==> src/rtl/aes_selftest_ctrl.sv <==
`default_nettype none
// ---------------------------------------------------------------------------
// aes_selftest_ctrl: known-answer and round-trip self test of an AES enc/dec pair
// Revision: 1.0
// ---------------------------------------------------------------------------
module aes_selftest_ctrl #(
   parameter int NK      = 4,
   parameter int NUM_VEC = 4,
   parameter int TIMEOUT = 1023
) (
   input  logic                clk,
   input  logic                rst,
   input  logic                start,
   output logic                enc_start,
   output logic [127:0]        enc_msg,
   output logic [32*NK-1:0]    enc_key,
   output logic [32*NK-1:0]    dec_key,
   input  logic                enc_done,
   input  logic [127:0]        enc_data,
   output logic                dec_start,
   output logic [127:0]        dec_msg,
   input  logic                dec_done,
   input  logic [127:0]        dec_data,
   output logic                busy,
   output logic                pass,
   output logic                fail,
   output logic                timeout,
   output logic [7:0]          err_count,
   output logic [7:0]          vec_idx
);

   localparam int KW = 32 * NK;
   localparam int CW = (TIMEOUT < 2) ? 1 : $clog2(TIMEOUT + 1);
   localparam logic [127:0] MSG_BASE = 128'h00112233445566778899aabbccddeeff;
   localparam logic [127:0] KAT = (NK == 8) ? 128'h8ea2b7ca516745bfeafc49904b496089 :
                                  (NK == 6) ? 128'hdda97ca4864cdfe06eaf70a0ec0d7191 :
                                              128'h69c4e0d86a7b0430d8cdb78070b4c55a;
   localparam logic [7:0] LAST_IDX = 8'(NUM_VEC - 1);

   // Key bytes 00,01,02,... with byte 00 in the most significant position.
   function automatic logic [KW-1:0] key_base_f();
      logic [KW-1:0] r;
      r = '0;
      for (int i = 0; i < 4 * NK; i++) begin
         r[8*(4*NK-1-i) +: 8] = 8'(i);
      end
      return r;
   endfunction

   localparam logic [KW-1:0] KEY_BASE = key_base_f();

   typedef enum logic [2:0] {
      IDLE     = 3'd0,
      ENC_REQ  = 3'd1,
      ENC_WAIT = 3'd2,
      DEC_REQ  = 3'd3,
      DEC_WAIT = 3'd4,
      CHECK    = 3'd5,
      DONE     = 3'd6
   } state_t;

   state_t          state_q, state_d;
   logic [7:0]      vec_idx_q, vec_idx_d;
   logic [7:0]      err_count_q, err_count_d;
   logic            busy_q, busy_d;
   logic            pass_q, pass_d;
   logic            fail_q, fail_d;
   logic            timeout_q, timeout_d;
   logic [CW-1:0]   wait_cnt_q, wait_cnt_d;
   logic [127:0]    msg_q, msg_d;
   logic [127:0]    ct_q, ct_d;
   logic [127:0]    pt_q, pt_d;
   logic [KW-1:0]   key_q, key_d;
   logic            load_vec;
   logic            vec_err;
   logic            wait_expired;

   assign vec_err      = (pt_q != msg_q) || ((vec_idx_q == 8'd0) && (ct_q != KAT));
   assign wait_expired = (wait_cnt_q == CW'(TIMEOUT - 1));

   always_comb begin
      state_d     = state_q;
      vec_idx_d   = vec_idx_q;
      err_count_d = err_count_q;
      busy_d      = busy_q;
      pass_d      = pass_q;
      fail_d      = fail_q;
      timeout_d   = timeout_q;
      wait_cnt_d  = wait_cnt_q;
      msg_d       = msg_q;
      key_d       = key_q;
      ct_d        = ct_q;
      pt_d        = pt_q;
      load_vec    = 1'b0;

      case (state_q)
         IDLE: begin
            if (start) begin
               state_d     = ENC_REQ;
               vec_idx_d   = 8'd0;
               err_count_d = 8'd0;
               pass_d      = 1'b0;
               fail_d      = 1'b0;
               timeout_d   = 1'b0;
               busy_d      = 1'b1;
               load_vec    = 1'b1;
            end
         end
         ENC_REQ: begin
            state_d    = ENC_WAIT;
            wait_cnt_d = '0;
         end
         ENC_WAIT: begin
            // A done in the expiry cycle still wins over the abort.
            if (enc_done) begin
               ct_d    = enc_data;
               state_d = DEC_REQ;
            end else if (wait_expired) begin
               timeout_d = 1'b1;
               fail_d    = 1'b1;
               busy_d    = 1'b0;
               state_d   = IDLE;
            end else begin
               wait_cnt_d = wait_cnt_q + 1'b1;
            end
         end
         DEC_REQ: begin
            state_d    = DEC_WAIT;
            wait_cnt_d = '0;
         end
         DEC_WAIT: begin
            if (dec_done) begin
               pt_d    = dec_data;
               state_d = CHECK;
            end else if (wait_expired) begin
               timeout_d = 1'b1;
               fail_d    = 1'b1;
               busy_d    = 1'b0;
               state_d   = IDLE;
            end else begin
               wait_cnt_d = wait_cnt_q + 1'b1;
            end
         end
         CHECK: begin
            if (vec_err && (err_count_q != 8'hff)) begin
               err_count_d = err_count_q + 8'd1;
            end
            if (vec_idx_q < LAST_IDX) begin
               vec_idx_d = vec_idx_q + 8'd1;
               load_vec  = 1'b1;
               state_d   = ENC_REQ;
            end else begin
               state_d = DONE;
            end
         end
         DONE: begin
            busy_d  = 1'b0;
            pass_d  = (err_count_q == 8'd0);
            fail_d  = (err_count_q != 8'd0);
            state_d = IDLE;
         end
         default: state_d = IDLE;
      endcase

      if (load_vec) begin
         msg_d = MSG_BASE + 128'(vec_idx_d);
         key_d = KEY_BASE + KW'(vec_idx_d);
      end
   end

   always_ff @(posedge clk or posedge rst) begin
      if (rst) begin
         state_q     <= IDLE;
         vec_idx_q   <= 8'd0;
         err_count_q <= 8'd0;
         busy_q      <= 1'b0;
         pass_q      <= 1'b0;
         fail_q      <= 1'b0;
         timeout_q   <= 1'b0;
         wait_cnt_q  <= '0;
         msg_q       <= '0;
         key_q       <= '0;
         ct_q        <= '0;
         pt_q        <= '0;
      end else begin
         state_q     <= state_d;
         vec_idx_q   <= vec_idx_d;
         err_count_q <= err_count_d;
         busy_q      <= busy_d;
         pass_q      <= pass_d;
         fail_q      <= fail_d;
         timeout_q   <= timeout_d;
         wait_cnt_q  <= wait_cnt_d;
         msg_q       <= msg_d;
         key_q       <= key_d;
         ct_q        <= ct_d;
         pt_q        <= pt_d;
      end
   end

   assign enc_start = (state_q == ENC_REQ);
   assign dec_start = (state_q == DEC_REQ);
   assign enc_msg   = msg_q;
   assign enc_key   = key_q;
   assign dec_key   = key_q;
   assign dec_msg   = ct_q;
   assign busy      = busy_q;
   assign pass      = pass_q;
   assign fail      = fail_q;
   assign timeout   = timeout_q;
   assign err_count = err_count_q;
   assign vec_idx   = vec_idx_q;

endmodule
`default_nettype wire

==> config.mk <==
export PLATFORM = sky130hd
export DESIGN_NAME = aes_selftest_ctrl
export DESIGN_NICKNAME = d
export VERILOG_FILES = /design/src/rtl/aes_selftest_ctrl.sv
export SDC_FILE = /design/constraint.sdc
export NUM_CORES = 1
export LEC_CHECK = 0
export CORE_AREA = 5 5 309 311
export DETAILED_ROUTE_END_ITERATION = 10
export DIE_AREA = 0 0 314 316
export MAX_ROUTING_LAYER = met4
export PLACE_DENSITY = 0.51
export SYNTH_ARGS = -nofsm -noshare
export SYNTH_HDL_FRONTEND = slang
export SYNTH_SLANG_ARGS = --single-unit
==> constraint.sdc <==
create_clock -name clk -period 13.6 [get_ports clk]
set_input_delay 2.04 -clock clk [delete_from_list [all_inputs] [get_ports clk]]
set_output_delay 2.04 -clock clk [all_outputs]
set_load 0.02 [all_outputs]
======== After elaboration in Yosys (flattened, before gate mapping) ========
Cells that the tools add are included.
cells by class
  add/subtract/negate cells ............... 5
  magnitude comparators ................... 1
  eq/ne operators ......................... 14
  multiplexer cells ....................... 34
  reduce and logical (&&, ||, !) cells .... 20
operators with widths
  operator                   number
  $ne A128 B127 Y1 const B   1
  $ne A128 B128 Y1           1
  $add A117 B8 Y118 const A  1
  $add A113 B8 Y114 const A  1
  $mux W8                    4
  $pmux W8 S2                2
  $mux W10                   3
  $pmux W10 S3               1
  $pmux W3 S6                1
  $add A8 B1 Y8 const B      2
  $logic_not A8 Y1           2
  $mux W3                    5
  $mux W1                    13
  $add A10 B1 Y10 const B    1
  $eq A10 B10 Y1 const B     1
  $eq A3 B3 Y1 const B       3
  $lt A8 B2 Y1 const B       1
  $ne A2 B2 Y1 const B       4
  $ne A8 B8 Y1 const B       1
  $pmux W1 S4                2
  $reduce_and A4 Y1          2
  $reduce_bool A8 Y1         1
  $eq A3 B2 Y1 const B       2
  $reduce_and A2 Y1          3
  11 further kinds           16
storage, ports and cells
  register bits after elaboration ......... 545
  input port bits ......................... 261
  output and inout bits ................... 534
  logic and storage cells ................. 86

======== Depth between registers and ports, before layout ========
  depth in word-level cells ............... 6
  depth in mapped cells ................... 10
  mapped depth without buffers ............ 9

======== Worst setup path before layout ========
OpenSTA, ideal clock, no wires.
  path type ............................... register to output
  start point ............................. register key_q[105] (netlist: dec_key[105])
  end point ............................... output port dec_key[105]
  data arrival time ....................... 2.540 ns
  required time ........................... 11.560 ns
  setup slack ............................. 9.020 ns
  cell stages (with the launch flop) ...... 2
  path buffers ............................ 1
  cells stage by stage .................... dfrtp_1 buf_4
RTL lines
  element                   RTL line  source
  start: declaration        73        logic [KW-1:0] key_q, key_d;
  start signal: assignment  195       key_q <= key_d;
  end: declaration          17        output logic [32*NK-1:0] dec_key,
No word-level cell between the ends.

======== Worst setup path after layout ========
  start point ............................. register state_q[0]
  end point ............................... output port dec_start
on the way
  longest elaborated chain between the ends .. 1
RTL lines
  element                   RTL line  source
  start: declaration        62        state_t state_q, state_d;
  start signal: assignment  186       state_q <= state_d;
  $eq A3 B2 Y1              202       assign dec_start = (state_q == DEC_REQ);
  end: declaration          20        output logic dec_start,
No other way between the ends.

==> impl_results.md <==
- Worst-Skew Late Latency: between 500 and 600 ps
- Post-DP HPWL: roughly 40000 um
- Setup TNS: 0 ps
- CTS tree: yes
- Final Instance Count excl. Fillers: slightly below 3000
- Final slew viol count: 0
- Worst EP required: about 12000 ps
- Die Y: 316 um
- Placement Rows: approximately 110
- Root Buffer: clkbuf_16
- First-pass GRT wire length: slightly above 70000 um
- Max-cap viol count: 0
- Uppermost layer routed: met4
- VDD IR max: approximately 0.13 mV
- GRT Residual Overflow: 0
- Cell area after synthesis: around 0.015 mm^2
- Initial antenna violation count: 8
- Final hold vios: 0
- Post-synthesis xor/xnor area fraction: 0.00738
- Top cell type by total area after synthesis: dfrtp_1
- Vias: around 10000
- Adder-Cell Fraction of Synth Area: 0.00567
- Setup ws final: 8840 ps
- Slew margin rel.: 0.235
- Pre-CTS WS: approximately 8600 ps
- PD cells: approximately 200 mW/mm^2
- H-tree Lvls: 2
- Vias in the first global route: around 11000
- Distinct cells, synth: 58
- Core area: 0.0925 mm^2
- #FFs+latches synth: 304
- CTS resizes: 0
- GRT Resource Usage Total: 0.0992
- Multiplexer share of the synthesized area: 0.190
- LEAKAGE: between 0.008 and 0.009 uW
- Top cells by area, synth: dfrtp_1, mux2_2, buf_4
- CTS max path bufs: 3
- Mapped Cells: about 1300
- NumNets Final: approximately 2000
- Horiz. Die Dim: 314 um
- Fmax: roughly 210 MHz
- Placed Cells: about 2900
- Syn-to-layout area delta: 41.3%
- Crit path arrival time: 2720 ps
- WL met3: between 5000 and 6000 um
- Clock transition at the registers of the reported paths: about 60 ps
- Final setup viols: 0
- Routed WL: slightly above 50000 um
- Routed WL per cell: 17.3 um
- CTS Hold Bufs: 0
- Post-Synth Simple-Gate Area: 0.0896
- CTS Buf Count: 39
- Crit path kind: reg2out
- Remaining antenna violation count: 0
- Post-synthesis async set-or-reset flop share: 1.00
- Top cells by count, synth: buf_4, dfrtp_1, mux2_2, nand2_1, nor4_1
- Post-CTS Setup Inserts: 0
- Vias per std cell: 3.53
- Synth Area in Compound Gates: 0.0209
- Initial Utilization: 0.167
- Yosys Warn Count: 0
- Sequential share of the synthesized area: 0.493
- Met2 WL: between 20000 and 25000 um
- DRC violations left: 0
- I/O pins: just under 800
- CP endpoint kind: output pin
- Drt pass-1 iters: 4
- HP Class: reg2reg
- Crit path time final: 4760 ps
- Status: finished, final reports clean
- Crit start category: flip-flop
- Clock Sinks: between 300 and 400
- Dominant synthesized flop cell: dfrtp_1
- Fraction of layout cells with a size suffix above 1: 0.200
- Initial DRC count: between 300 and 400
- Avg Cell Area, Syn: ~12 um^2
- Largest family of logic cells by synthesized area: buffers and inverters
- CP max FO: 13
- Die Area: around 0.099 mm^2
- PortBufs: approximately 550
- Pin count of the biggest net entering global routing: 127
- Synth top area share: 0.493
- RePlAce Congestion: 0.847
- RSZ-0062 raised after global routing: no
- Post-synth EDFFs: 0
- Filler cells: between 9000 and 10000
- Tightest Pin Transition: 1150 ps
- WL met1: ~19000 um
- Fin crit share: 0.350
- Skew final: roughly 15 ps
- Most frequent cell after synthesis: buf_4
[power by group]
part	leakage, uW	total, uW	switching (uW)	internal (uW)
clock network	0.000652	1060	406	655
logic	0.00465	1680	797	880
registers	0.00370	1690	370	1320
[routing by layer]
layer,vias up,GRT usage
li1,4707,-
met1,5094,0.109
met2,520,0.166
met3,63,0.0415
met4,0,0.0278
met5,-,-
[placed cells by master (no fill, tap or decap), types with 4 or more instances in the layout]
cell / count
nand2_1: 34
mux2_2: 257
inv_1: 12
nor3_1: 8
ha_1: 7
and3_1: 6
clkbuf_1: 5
clkbuf_16: 41
and4b_1: 7
nor4_1: 34
clkdlybuf4s50_1: 549
mux2i_1: 4
nand4_1: 31
clkinv_2: 6
nor4b_1: 10
diode_2: 6
nor4bb_1: 12
a31oi_1: 5
buf_4: 7
or3_1: 7
xnor2_1: 10
conb_1: 245
nand3_1: 8
clkbuf_8: 9
o21a_1: 8
dfrtp_1: 303
a21oi_1: 15
and2_1: 9
o21ai_0: 8
nor2_1: 21
[kinds of logic after synthesis]
kind of cell | Yosys count
AOI/OAI and AO/OA | 49
muxes | 261
and+or+nand+nor | 219
buffers and inverters | 419
other | 1
xor gates and xnor gates | 13
DFF | 304
adders and majority gates | 7
[final timing paths]
path / start / endpoint / slack, ps / depth (start not counted)
worst max-delay path: state_q[0]$_DFFE_PP0P_ / dec_start / 8840 / 3
worst min-delay path: pt_q[111]$_DFFE_PP0P_ / pt_q[111]$_DFFE_PP0P_ / 510 / 1
worst max register to register: dec_key[105]$_DFFE_PP0P_ / err_count[3]$_DFFE_PP0P_ / 10070 / 8
worst min register to register: pt_q[111]$_DFFE_PP0P_ / pt_q[111]$_DFFE_PP0P_ / 510 / 1
max in group asynchronous: rst / dec_msg[105]$_DFFE_PP0P_ / 9390 / 4
min in group asynchronous: rst / dec_msg[19]$_DFFE_PP0P_ / 2040 / 2
[sequential cells by signal, indices dropped and copies added (netlist names), 3 cells and up]
| signal | flops |
|---|---|
| dec_key | 10 |
| enc_msg | 5 |
| wait_cnt_q | 10 |
| err_count | 8 |
| vec_idx | 8 |
| pt_q | 128 |
| state_q | 3 |
| dec_msg | 128 |
[layout make-up]
class	count	area (um^2)	area share
Sequential cell	304	7610	0.349
Multi-Input combinational cell	794	5770	0.264
Timing Repair Buffer	556	5550	0.254
Tap cell	1197	1500	0.0686
Clock buffer	55	1170	0.0536
Clock inverter	13	155	0.00711
Inverter	13	56.3	0.00258
Antenna cell	6	15.0	0.000688
[through the flow]
| step | total power [uW] | cell area [um^2] | hold WS, ps | utilization |
|---|---|---|---|---|
| after floorplan | 2610 | 16400 | 481 | - |
| after global placement | 3370 | 20500 | 491 | 0.221 |
| after detailed placement | 3400 | 20500 | 497 | 0.221 |
| after CTS | 4510 | 21800 | 510 | 0.236 |
| after global routing | 4690 | 21800 | 526 | 0.236 |
| final | 4420 | 21800 | 508 | 0.236 |
[critical path, stage by stage (launching register included)]
cell and delay (ps):
dfrtp_1 620, nor2b_1 710, and2_1 230, clkdlybuf4s50_1 620
(Power assumes the default switching activity.)
